--- config.mk ---
export PLATFORM = sky130hd
export DESIGN_NAME = coin_acceptor
export DESIGN_NICKNAME = d
export VERILOG_FILES = /design/src/rtl/coin_acceptor.sv
export SDC_FILE = /design/constraint.sdc
export NUM_CORES = 1
export LEC_CHECK = 0
export ABC_AREA = 1
export BUFFER_PORTS_ARGS = -buffer_cell sky130_fd_sc_hd__buf_4
export CAP_MARGIN = 25
export CORE_UTILIZATION = 36
export CTS_BUF_LIST = sky130_fd_sc_hd__clkbuf_4
export DETAILED_ROUTE_END_ITERATION = 8
export PLACE_DENSITY = 0.57
export SYNTH_ARGS = -nofsm -noshare
export SYNTH_HDL_FRONTEND = slang
export SYNTH_SLANG_ARGS = --single-unit
export TNS_END_PERCENT = 1
--- constraint.sdc ---
create_clock -name clock -period 1.25 [get_ports clock]
set_input_delay 0.25 -clock clock [delete_from_list [all_inputs] [get_ports clock]]
set_output_delay 0.25 -clock clock [all_outputs]
set_load 0.05 [all_outputs]
--- src/rtl/coin_acceptor.sv ---
// Coin-slot front end: synchronise, debounce and validate nickel/dime switches, buffer one coin.
// Optional COIN_ACCEPTOR_STATS_EN adds saturating nickel/dime/reject counters.
module coin_acceptor #(
  parameter int DEBOUNCE_CYCLES = 4,
  parameter int CNT_W           = 8
) (
  input  logic       clock,
  input  logic       reset,
  input  logic       nickel_sw,
  input  logic       dime_sw,
  input  logic       hold,
  output logic [1:0] coin,
  output logic       reject,
  output logic       pending
`ifdef COIN_ACCEPTOR_STATS_EN
  ,
  output logic [CNT_W-1:0] nickel_count,
  output logic [CNT_W-1:0] dime_count,
  output logic [CNT_W-1:0] reject_count
`endif
);

  localparam logic [7:0] LAST = 8'(DEBOUNCE_CYCLES - 1);

  typedef enum logic [1:0] {IDLE, DEBOUNCE, WAIT_RELEASE} state_t;

  state_t     state;
  logic [1:0] sync1, sync2, s;
  logic [1:0] cand, pend_code;
  logic [7:0] cnt;
  logic       pend_v, issue;

  always_ff @(posedge clock or posedge reset) begin
    if (reset) begin
      sync1 <= '0;
      sync2 <= '0;
    end else begin
      sync1 <= {dime_sw, nickel_sw};
      sync2 <= sync1;
    end
  end

  assign s       = sync2;
  assign issue   = pend_v && !hold;
  assign coin    = issue ? pend_code : 2'b00;
  assign pending = pend_v;

  always_ff @(posedge clock or posedge reset) begin
    if (reset) begin
      state     <= IDLE;
      cnt       <= '0;
      cand      <= '0;
      pend_code <= '0;
      pend_v    <= 1'b0;
      reject    <= 1'b0;
    end else begin
      reject <= 1'b0;
      if (issue) pend_v <= 1'b0;
      case (state)
        IDLE: begin
          if (s != 2'b00) begin
            cand  <= s;
            cnt   <= 8'd1;
            state <= DEBOUNCE;
          end
        end
        DEBOUNCE: begin
          if (s != cand) begin
            state <= IDLE;
          end else if (cnt == LAST) begin
            state <= WAIT_RELEASE;
            cnt   <= '0;
            // A coin issued this very cycle frees the buffer for the new one.
            if (cand == 2'b11 || (pend_v && !issue)) begin
              reject <= 1'b1;
            end else begin
              pend_code <= cand;
              pend_v    <= 1'b1;
            end
          end else begin
            cnt <= cnt + 8'd1;
          end
        end
        WAIT_RELEASE: begin
          if (s != 2'b00) begin
            cnt <= '0;
          end else if (cnt == LAST) begin
            state <= IDLE;
            cnt   <= '0;
          end else begin
            cnt <= cnt + 8'd1;
          end
        end
        default: state <= IDLE;
      endcase
    end
  end

`ifdef COIN_ACCEPTOR_STATS_EN
  always_ff @(posedge clock or posedge reset) begin
    if (reset) begin
      nickel_count <= '0;
      dime_count   <= '0;
      reject_count <= '0;
    end else begin
      if (coin == 2'b01 && nickel_count != '1) nickel_count <= nickel_count + 1'b1;
      if (coin == 2'b10 && dime_count != '1)   dime_count   <= dime_count + 1'b1;
      if (reject && reject_count != '1)        reject_count <= reject_count + 1'b1;
    end
  end
`endif

endmodule
Yosys cells after proc, flatten, opt, wreduce, memory -nomap -nowiden

Index checks and enable logic that the tools add are counted.
Widths: inputs -> output; s select.

Bits of input ports: 5
Word-level logic and storage cells: 54
Bits in registers: 20
Output and inout bits: 4

$add $sub $neg: 1
Bitwise gates (word level): 2
Reduce and logical (&&, ||, !) cells: 12
Eq/ne operators: 10
Multiplexer cells: 21

Operators with widths:

| kind                | count |
|---|---|
| $mux 8              | 4 |
| $pmux 8 s3          | 1 |
| $mux 2              | 6 |
| $mux 1              | 9 |
| $add 8x1->8 const B | 1 |
| $eq 8x2->1 const B  | 1 |
| $ne 2x2->1 const B  | 4 |
| $reduce_and 4->1    | 2 |
| $pmux 2 s3          | 1 |
| $eq 2x2->1 const B  | 2 |
| $ne 3x3->1 const B  | 1 |
| $reduce_and 3->1    | 1 |
| $reduce_bool 3->1   | 1 |
| $eq 2x1->1 const B  | 1 |
| $logic_and 1x1->1   | 2 |
| $logic_not 1->1     | 2 |
| $logic_not 2->1     | 1 |
| $ne 2x2->1          | 1 |
| $not 1->1           | 2 |
| $reduce_and 2->1    | 1 |
| $reduce_bool 2->1   | 1 |
| $logic_or 1x1->1    | 1 |

Logic depth before layout (Yosys ltp)

Word-level depth: 9
Depth in mapped cells: 10
Mapped depth without buffers: 10

Worst setup path after synthesis

No wires, ideal clock.

Path type: register to output
From: register pend_v (netlist: pending)
To: output coin[0]
Arrival: 1.901 ns
Slack: -0.901 ns
Stages on the path, launching flop included: 3
Path buffers: 0
Cell sequence: dfrtp_1 > inv_1 > nor3b_1

Word-level cells in the longest chain between the ends: 2

Ends and longest elaborated chain:

| item                   | RTL line | source |
|---|---|---|
| start, declared        | 31       | `logic pend_v, issue;` |
| start signal, assigned | 54       | `pend_v <= 1'b0;` |
| start signal, assigned | 58       | `if (issue) pend_v <= 1'b0;` |
| start signal, assigned | 78       | `pend_v <= 1'b1;` |
| $logic_and 1x1->1      | 44       | `assign issue = pend_v && !hold;` |
| $mux 2                 | 45       | `assign coin = issue ? pend_code : 2'b00;` |
| end, declared          | 12       | `output logic [1:0] coin,` |

Every way passes these cells.

Worst setup path in the final report

From: register pend_v (netlist: pending)
To: output coin[1]

Same word-level chain as after synthesis.

==> key figures <==
Power and ir drop
  • Switching portion of total power: 0.403
  • Maximum vdd ir drop: 0.863 mV
  • Internal power: 1620 uW
  • Sequential power share: 0.309
  • Pwr Density: 1670 nW/um^2
  • Leak: 0.000821 uW
  • Pwr Total: 2710 uW
  • Comb power frac: 0.486
  • Clock power share: 0.205
  • Psw: 1090 uW

Cells and area
  • Register Area: 502 um^2
  • Fin nets: 185
  • Ratio of cells with drive above 1 in the final layout: 0.431
  • Area grow syn2layout: 41.7%
  • Multi-input gate area in the final layout: 711 um^2
  • Antenna Cells: 0
  • Filler cell count: 283
  • Final Instance Area: 1620 um^2
  • Final Core Density: 0.536
  • Final Non-Filler Cells: 218

Drt
  • Avg Vias per Cell: 4.45
  • DRC: 0
  • Via count: 970
  • Iteration-0 DRC Markers: 25
  • Detailed Routing Iterations Pass 1: 4
  • Post-DRT Antenna Nets: 0
  • Routed len/inst: 11.5 um
  • Detailed Route WL: 2520 um

Global routing
  • First-pass GRT wire length: 4070 um
  • Largest net degree at the start of global routing: 21
  • Vias in the first global route: 925
  • Initial antenna violation count: 0
  • Total grt overflow: 0
  • Tot GR Track Use: 0.160

Yosys
  • Post-Syn Nets: 152
  • Seq cells post-synth: 20
  • Post-Syn Area: 1150 um^2
  • Register area share after synthesis: 0.437
  • Mapped Avg Cell Area: 8.07 um^2
  • Synth cell types: 22
  • Synth warn: 0
  • Post-Syn Instances: 142

Worst setup path
  • CP Capture Type: output port
  • CP Launch Type: register
  • Critical path data arrival time: 1120 ps
  • Worst-path maximum fanout: 2
  • Critical path class: reg -> out
  • Flop-to-flop setup slack: -110 ps
  • CP required: 1000 ps

Clocking
  • Cts bufs inserted: 3
  • H-tree depth: 1
  • Clock Pin Slew Worst Setup and Hold Paths: 130 ps
  • Clk sinks: 20
  • Clk_lat worst skew: 320 ps
  • Max Root-Sink Buffers: 2
  • CTS tree: done
  • CTS root buffer: clkbuf_4

Floorplan
  • Core area: 3030 um^2
  • Num rows: 20
  • Die area: 3410 um^2
  • Die Y: 58.4 um
  • IO Count: 9
  • Die Wd: 58.4 um
  • Starting Density: 0.379

Timing
  • Final setup violation count: 14
  • Endpoints failing hold: 0
  • Unrepaired setup endpoints after global routing: true
  • F_max: 728 MHz
  • Rel. slew slack: 0.824
  • Period minus WS final: 1370 ps
  • Count of pins over their slew limit: 0
  • Fin crit share: 1.10
  • Worst Skew: 12.9 ps
  • Worst Tran Pin Value: 264 ps
  • Setup ws final: -123 ps

Run
  • Max Cap Viol: 0

Place
  • Pre-CTS setup slack: -167 ps
  • Placed Instance Area: 1360 um^2
  • GPL Wtd Cong: 0.775
  • Dpl hpwl: 1630 um
  • PortBufs: 8
  • Placed Cells incl. Taps: 204

Hold path
  • HP Class: in -> reg

Status
  • Run status: complete, but fails checks
  • Violated checks: negative setup slack
## area by class of cell
class,instances,area share
Inverter,21,0.0516
Tap cell,44,0.0339
Sequential cell,20,0.309
Timing Repair Buffer,27,0.133
Multi-Input combinational cell,101,0.438
Timing Repair inverter,1,0.00231
Clock inverter,1,0.0185
Clock buffer,3,0.0139
## cell usage after synthesis, drive strengths merged
cell | number | share of area
nor3 | 1 | 0.014
nor2 | 10 | 0.060
nor3b | 3 | 0.020
dfrtp | 20 | 0.44
ha | 5 | 0.055
nand4 | 1 | 0.0055
nand3b | 1 | 0.0066
a21oi | 1 | 0.0044
nand2 | 58 | 0.22
nand3 | 12 | 0.057
inv | 21 | 0.071
xor2 | 4 | 0.031
o21ai | 5 | 0.022
## worst paths after layout
kind	startpoint	to	cells past startpoint
worst max-delay path	pending	coin[1]	3
worst min-delay path	nickel_sw	sync1[0]	1
worst max register to register	state[0]	cnt[5]	9
worst min register to register	sync1[1]	s[1]	0
max in group asynchronous	reset	pending	4
min in group asynchronous	reset	sync1[0]	4
## registers in the layout, indices dropped and copies added (netlist names)
register and flops:
pending 1, reject 1, pend_code 2, s 2, sync1 2, cnt 8
cand 2, state 2
## layer usage
layer / part of all wire / vias up / track usage
met5: 0 / - / 0
met4: 0.037 / 0 / 0.0850
met3: 0.027 / 9 / 0.0330
met2: 0.48 / 18 / 0.253
met1: 0.46 / 441 / 0.206
li1: - / 502 / -
## power groups by stage
stage | registers (uW) | logic [uW] | clock network, uW
after floorplan | 837 | 687 | 0
after global placement | 837 | 918 | 0
after detailed placement | 847 | 947 | 0
after CTS | 838 | 1110 | 561
after global routing | 861 | 1440 | 587
final | 840 | 1320 | 556
## worst max-delay path, cell delays in order, from the launching register on
cell and delay [ps]:
dfrtp_2 390, inv_2 60, nor3b_4 170, buf_6 180
## cell usage in the layout (no fill, tap or decap)
cell / count
a21oi_2: 1
buf_4: 23
buf_6: 3
bufinv_16: 1
clkbuf_4: 3
dfrtp_1: 19
dfrtp_2: 1
dlygate4sd3_1: 1
ha_2: 1
ha_4: 4
inv_1: 12
inv_2: 9
inv_6: 1
nand2_1: 49
nand2_2: 5
nand2_4: 4
nand3_1: 5
nand3_2: 7
nand3b_1: 1
nand4_1: 1
nor2_1: 2
nor2_2: 3
nor2_4: 4
nor2_8: 1
nor3_4: 1
nor3b_2: 1
nor3b_4: 2
o21ai_0: 2
o21ai_1: 3
xor2_1: 4
## kinds of logic after synthesis
family | after synthesis | share of synthesized area
simple gates | 86 | 0.381
buf+inv | 21 | 0.0710
flops | 20 | 0.437
compound gates | 6 | 0.0262
fa+ha+maj | 5 | 0.0546
xor+xnor | 4 | 0.0306
## metrics by stage
| step | hold slack, ps | TNS, ps |
|---|---|---|
| after floorplan | 214 | -413 |
| after global placement | 293 | -753 |
| after detailed placement | 303 | -1510 |
| after CTS | 25.9 | -946 |
| after global routing | 2.92 | -2280 |
| final | 18.0 | -1160 |
## what timing repair did
item	CTS	global route
hold endpoints to repair	20	0
gates resized for setup	18	16
hold buffers	1	0
buffers inserted	4	4
gates cloned	1	0
pin swaps	5	13
setup endpoints to repair	16	18
Power figures use the tool's default switching activity.
